$ cat src/rtl/bin_to_bcd_seq_pkg.sv
// Shared calc definitions for the binary-to-BCD path:
// digit width, add-3 threshold, FSM states, sizing helper.
package bin_to_bcd_seq_pkg;

  localparam int BCD_DIGIT_W = 4;
  localparam int ADD3_THRESH = 5;

  typedef enum logic [1:0] {
    IDLE,
    SHIFT,
    DONE
  } state_t;

  // Decimal digits needed to show 2^w-1.
  function automatic int digits_for_width(input int w);
    longint v;
    int     d;
    v = (longint'(1) << w) - 1;
    d = 1;
    while (v > 9) begin
      v = v / 10;
      d++;
    end
    return d;
  endfunction

endpackage

$ cat src/rtl/shift_or_addthree.sv
// Double-dabble correction cell:
// a BCD digit above 4 gets +3 before the shift.
module shift_or_addthree
  import bin_to_bcd_seq_pkg::*;
(
  input  logic [BCD_DIGIT_W-1:0] d,
  output logic [BCD_DIGIT_W-1:0] q
);

  always_comb begin
    q = d;
    if (d >= BCD_DIGIT_W'(ADD3_THRESH))
      q = d + BCD_DIGIT_W'(3);
  end

endmodule

$ cat src/rtl/bin_to_bcd_seq.sv
// Sequential binary-to-BCD converter, one bit per clock,
// with start/ready/done handshake toward the arithmetic core.
module bin_to_bcd_seq
  import bin_to_bcd_seq_pkg::*;
#(
  parameter int BIN_W  = 8,
  parameter int DIGITS = digits_for_width(BIN_W)
) (
  input  logic                          clk,
  input  logic                          rst,
  input  logic                          start,
  input  logic [BIN_W-1:0]              bin_in,
  output logic                          ready,
  output logic                          busy,
  output logic                          done,
  output logic [BCD_DIGIT_W*DIGITS-1:0] bcd_out,
  output logic                          overflow
);

  localparam int BW = BCD_DIGIT_W * DIGITS;
  localparam int CW = $clog2(BIN_W + 1);

  state_t           state;
  state_t           nxt;
  logic [BW-1:0]    acc;
  logic [BW-1:0]    cor;
  logic [BIN_W-1:0] sh;
  logic [CW-1:0]    cnt;
  logic             sticky;

  for (genvar i = 0; i < DIGITS; i++) begin : g_dig
    shift_or_addthree u_add3 (
      .d (acc[i*BCD_DIGIT_W +: BCD_DIGIT_W]),
      .q (cor[i*BCD_DIGIT_W +: BCD_DIGIT_W])
    );
  end

  always_comb begin
    nxt = state;
    unique case (state)
      IDLE:    if (start) nxt = SHIFT;
      SHIFT:   if (cnt == CW'(1)) nxt = DONE;
      DONE:    nxt = IDLE;
      default: nxt = IDLE;
    endcase
  end

  always_ff @(posedge clk) begin
    if (rst) begin
      state    <= IDLE;
      acc      <= '0;
      sh       <= '0;
      cnt      <= '0;
      sticky   <= 1'b0;
      bcd_out  <= '0;
      overflow <= 1'b0;
      done     <= 1'b0;
    end else begin
      state <= nxt;
      done  <= 1'b0;
      unique case (state)
        IDLE: begin
          if (start) begin
            acc    <= '0;
            sh     <= bin_in;
            cnt    <= CW'(BIN_W);
            sticky <= 1'b0;
          end
        end
        SHIFT: begin
          // The MSB leaving the accumulator is lost precision.
          {acc, sh} <= {cor[BW-2:0], sh, 1'b0};
          sticky    <= sticky | cor[BW-1];
          cnt       <= cnt - CW'(1);
        end
        DONE: begin
          bcd_out  <= acc;
          overflow <= sticky;
          done     <= 1'b1;
        end
        default: ;
      endcase
    end
  end

  assign ready = (state == IDLE);
  assign busy  = (state != IDLE);

endmodule

$ cat config.mk
export PLATFORM = sky130hd
export DESIGN_NAME = bin_to_bcd_seq
export DESIGN_NICKNAME = d
export VERILOG_FILES = /design/src/rtl/bin_to_bcd_seq_pkg.sv /design/src/rtl/shift_or_addthree.sv /design/src/rtl/bin_to_bcd_seq.sv
export SDC_FILE = /design/constraint.sdc
export NUM_CORES = 1
export LEC_CHECK = 0
export CELL_PAD_IN_SITES_DETAIL_PLACEMENT = 0
export CELL_PAD_IN_SITES_GLOBAL_PLACEMENT = 1
export CORE_MARGIN = 3
export CORE_UTILIZATION = 33
export DETAILED_ROUTE_END_ITERATION = 8
export PLACE_DENSITY_LB_ADDON = 0.2
export RECOVER_POWER = 25
export SLEW_MARGIN = 10
export SYNTH_ARGS = -nofsm -noshare
export SYNTH_HDL_FRONTEND = slang
export SYNTH_SLANG_ARGS = --single-unit
$ cat constraint.sdc
create_clock -name clk -period 4.08 [get_ports clk]
set_input_delay 0.816 -clock clk [delete_from_list [all_inputs] [get_ports clk]]
set_output_delay 0.816 -clock clk [all_outputs]
set_load 0.005 [all_outputs]
==> results.json <==
{
  "outcome": "complete, no violations",
  "hp-class": "reg -> reg",
  "stdcell_count": 312,
  "multi_input_area_um2": 958,
  "synth_simple_gate_area_share_pct": 16.7,
  "synthAdderAreaFrac_pct": 5.23,
  "max_stage_delay_ns": 0.91,
  "crit_path_start_kind": "input port",
  "syn_nets": 239,
  "r2r_cells": 4,
  "final.min_clock_period_ns": 2.62,
  "yosysTopAreaCell": "dfxtp_1",
  "skew_ns": 0.00508,
  "clkLatencyLatePin_ns": 0.30,
  "cts_buffers": 5,
  "cp-end-kind": "register",
  "synth-compound-area-share_pct": 22.8,
  "antenna_left": 0,
  "p_per_area_nw_per_um2": 362,
  "port_buffers": 26,
  "fin_nets": 259,
  "antenna_cells": 0,
  "synth.yosys.seq_area_share_pct": 42.9,
  "max_freq_mhz": 381,
  "ff2ff_setup_slack_ns": 1.79,
  "grt_pass1_vias": 1448,
  "path_class": "in -> reg",
  "drt-pass1-iter-count": 4,
  "grt_overflow_total": 0,
  "syn_to_final_growth_pct": 19.9,
  "yosysWarnings": 0,
  "vias": 1513,
  "hpwl_mm": 2.73,
  "grt_pass1_wl_mm": 6.89,
  "worst_ep_arrival_time_ns": 2.82,
  "rows": 27,
  "crit_required_ns": 4.28,
  "synth_area_per_cell_um2": 8.70,
  "place_inst": 305,
  "top_level_ports": 27,
  "synthMuxAreaShare_pct": 2.75,
  "crit_end": "acc[3]$_SDFFE_PP0P_",
  "initial_core_util_pct": 34.3,
  "p_int_w": 0.000631,
  "rr_startpoint": "state[1]$_SDFFE_PP0P_",
  "crit_buf_inv": 1,
  "wl_mm": 4.12,
  "synth.distinct_cells": 33,
  "synthCells": 220,
  "async_flop_share_pct": 0,
  "worst_slack_ns": 1.46,
  "dp_slack_ns": 1.20,
  "total_leakage_power_nw": 0.867,
  "slew_headroom_pct": 37.0,
  "finalMaxSlewViolations": 0,
  "drc": 0,
  "synth_top_family_by_area": "compound AO/OA/AOI/OAI gates",
  "cts_resized": 0,
  "final-setup-viol-count": 0,
  "synth_top_area_share_pct": 42.9,
  "pwr-share-comb_pct": 10.0,
  "synthXorXnorAreaFrac_pct": 2.75,
  "post_cts_buffers": 0,
  "cts_tree": "done",
  "antenna_found_initial": 0,
  "fillers": 602,
  "seqPwrFrac_pct": 51.6,
  "htree_levels": 2,
  "clk_path_buf_depth": 2,
  "synthTopCellsByArea": "dfxtp_1 43%, a21oi_1 8.1%, nor2_1 5.7%",
  "switching_share_pct": 23.9,
  "die_height_um": 82.1,
  "worstMarginPinSlew_ns": 0.943,
  "critPathLaunch": "start",
  "rsz0062_at_grt": "false",
  "design.core.area_um2": 5570,
  "synth_edf_count": 0,
  "final_cell_mix": "41 x dfxtp_1, 31 x a21oi_1, 29 x nor2_1",
  "via_per_inst": 4.85,
  "p_switching_w": 0.000198,
  "drt-initial-drc-count": 99,
  "drive_above_1_share_pct": 8.33,
  "regArea_um2": 821,
  "path_delay_family": "buffers and inverters",
  "cts_sinks": 41,
  "hold_viol_final": 0,
  "syn-cell-area_um2": 1910,
  "p_clk_share_pct": 38.5,
  "wl_per_cell_um": 13.2,
  "crit_chain": "dlygate4sd3_1 -> o21bai_1 -> nand2b_1 -> o31ai_1 -> a32o_1",
  "tns_ns": 0,
  "cts_root_buf": "clkbuf_8",
  "grt_max_degree": 32,
  "slowest_stage": "dlygate4sd3_1",
  "gp_congestion": 0.744,
  "cts.clk_slew.worst_paths_ns": 0.08,
  "path_max_fanout": 18,
  "dieArea_um2": 6750,
  "cts_hold_buf": 0,
  "drv_cap": 0,
  "cp.depth": 5,
  "fp.dieW_um": 82.1,
  "ir_drop_mv": 0.129,
  "synth-seq-cells": 41,
  "timing.final.crit_share_pct": 64.3,
  "synth_flop_cell": "dfxtp_1",
  "final_common_cell": "dfxtp_1",
  "grt.total_usage_pct": 13.4,
  "reg2reg_to": "acc[3]$_SDFFE_PP0P_"
}
==> state kept, by name, summed over array words and instances, names as in the netlist <==
name and flops:
acc 12, state 2, done 1, bcd_out 12, cnt 4, sh 8
sticky 1, overflow 1
==> metal layers <==
layer | GRT usage, % | vias up | wire length [µm]
met5 | 0 | - | 0
met4 | 5.48 | 0 | 75
met3 | 3.58 | 6 | 178
met2 | 19.0 | 20 | 1670
met1 | 19.1 | 698 | 2200
li1 | - | 789 | -
==> per-stage QoR <==
stage | hold slack [ns] | utilization [%] | cell area (µm²) | power [W]
finish | 0.453 | 41.1 | 2290 | 0.000830
global route | 0.475 | 41.1 | 2290 | 0.000868
CTS | 0.462 | 41.2 | 2300 | 0.000843
detailed placement | 0.450 | 39.3 | 2190 | 0.000522
global placement | 0.447 | 39.3 | 2190 | 0.000522
floorplan | 0.432 | - | 1910 | 0.000498
==> worst min path at each step <==
stage          slack, ns  cells after the start                  endpoint                startpoint
3_3_place_gp        0.45                      2   bcd_out[1]$_SDFFE_PP0P_   bcd_out[1]$_SDFFE_PP0P_
4_1_cts             0.46                      2   bcd_out[8]$_SDFFE_PP0P_   bcd_out[8]$_SDFFE_PP0P_
5_1_grt             0.47                      2  bcd_out[10]$_SDFFE_PP0P_  bcd_out[10]$_SDFFE_PP0P_
6_report            0.45                      2   bcd_out[0]$_SDFFE_PP0P_   bcd_out[0]$_SDFFE_PP0P_
3_5_place_dp        0.45                      2  bcd_out[11]$_SDFFE_PP0P_  bcd_out[11]$_SDFFE_PP0P_
2_1_floorplan       0.43                      2     overflow$_SDFFE_PP0P_       sticky$_SDFFE_PP0P_
==> logic make-up (layout without fill, tap and decap cells) <==
group | after synthesis | in the layout
DFF | 41 | 41
adders and majority gates | 8 | 8
xor gates and xnor gates | 6 | 6
muxes | 5 | 5
and+or+nand+nor | 72 | 72
AOI/OAI and AO/OA | 60 | 60
buffers and inverters | 28 | 48
==> synth_stat cells (all sizes together) (3+ instances only) <==
library cell,number
o221a,5
ha,8
a22o,3
inv,14
xor2,3
nand2b,7
o31ai,4
mux2i,3
buf,9
o22ai,5
a21oi,31
clkbuf,5
o21ai,3
dfxtp,41
nor2,29
a32o,3
nand2,27
xnor2,3
==> final cells by class <==
class | instances | area share (%)
clock buffers | 5 | 3.00
clock inverters | 2 | 1.53
repair buffers | 27 | 11.7
flip-flops and latches | 41 | 35.8
multi-input cells | 151 | 41.8
well taps | 72 | 3.93
inverters | 14 | 2.29
==> power groups by stage <==
stage	Combinational, W	Clock, W	Sequential, W
2_1_floorplan	0.0000683	0	0.000429
4_1_cts	0.0000847	0.000330	0.000428
6_report	0.0000827	0.000319	0.000428
5_1_grt	0.0000932	0.000344	0.000430
3_5_place_dp	0.0000843	0	0.000437
3_3_place_gp	0.0000848	0	0.000438
==> worst min-delay path, stage by stage (launching register included) <==
cell	delay [ns]
dfxtp_1	0.31
nand2_1	0.05
a21oi_1	0.05
Power figures use the tool's default switching activity.
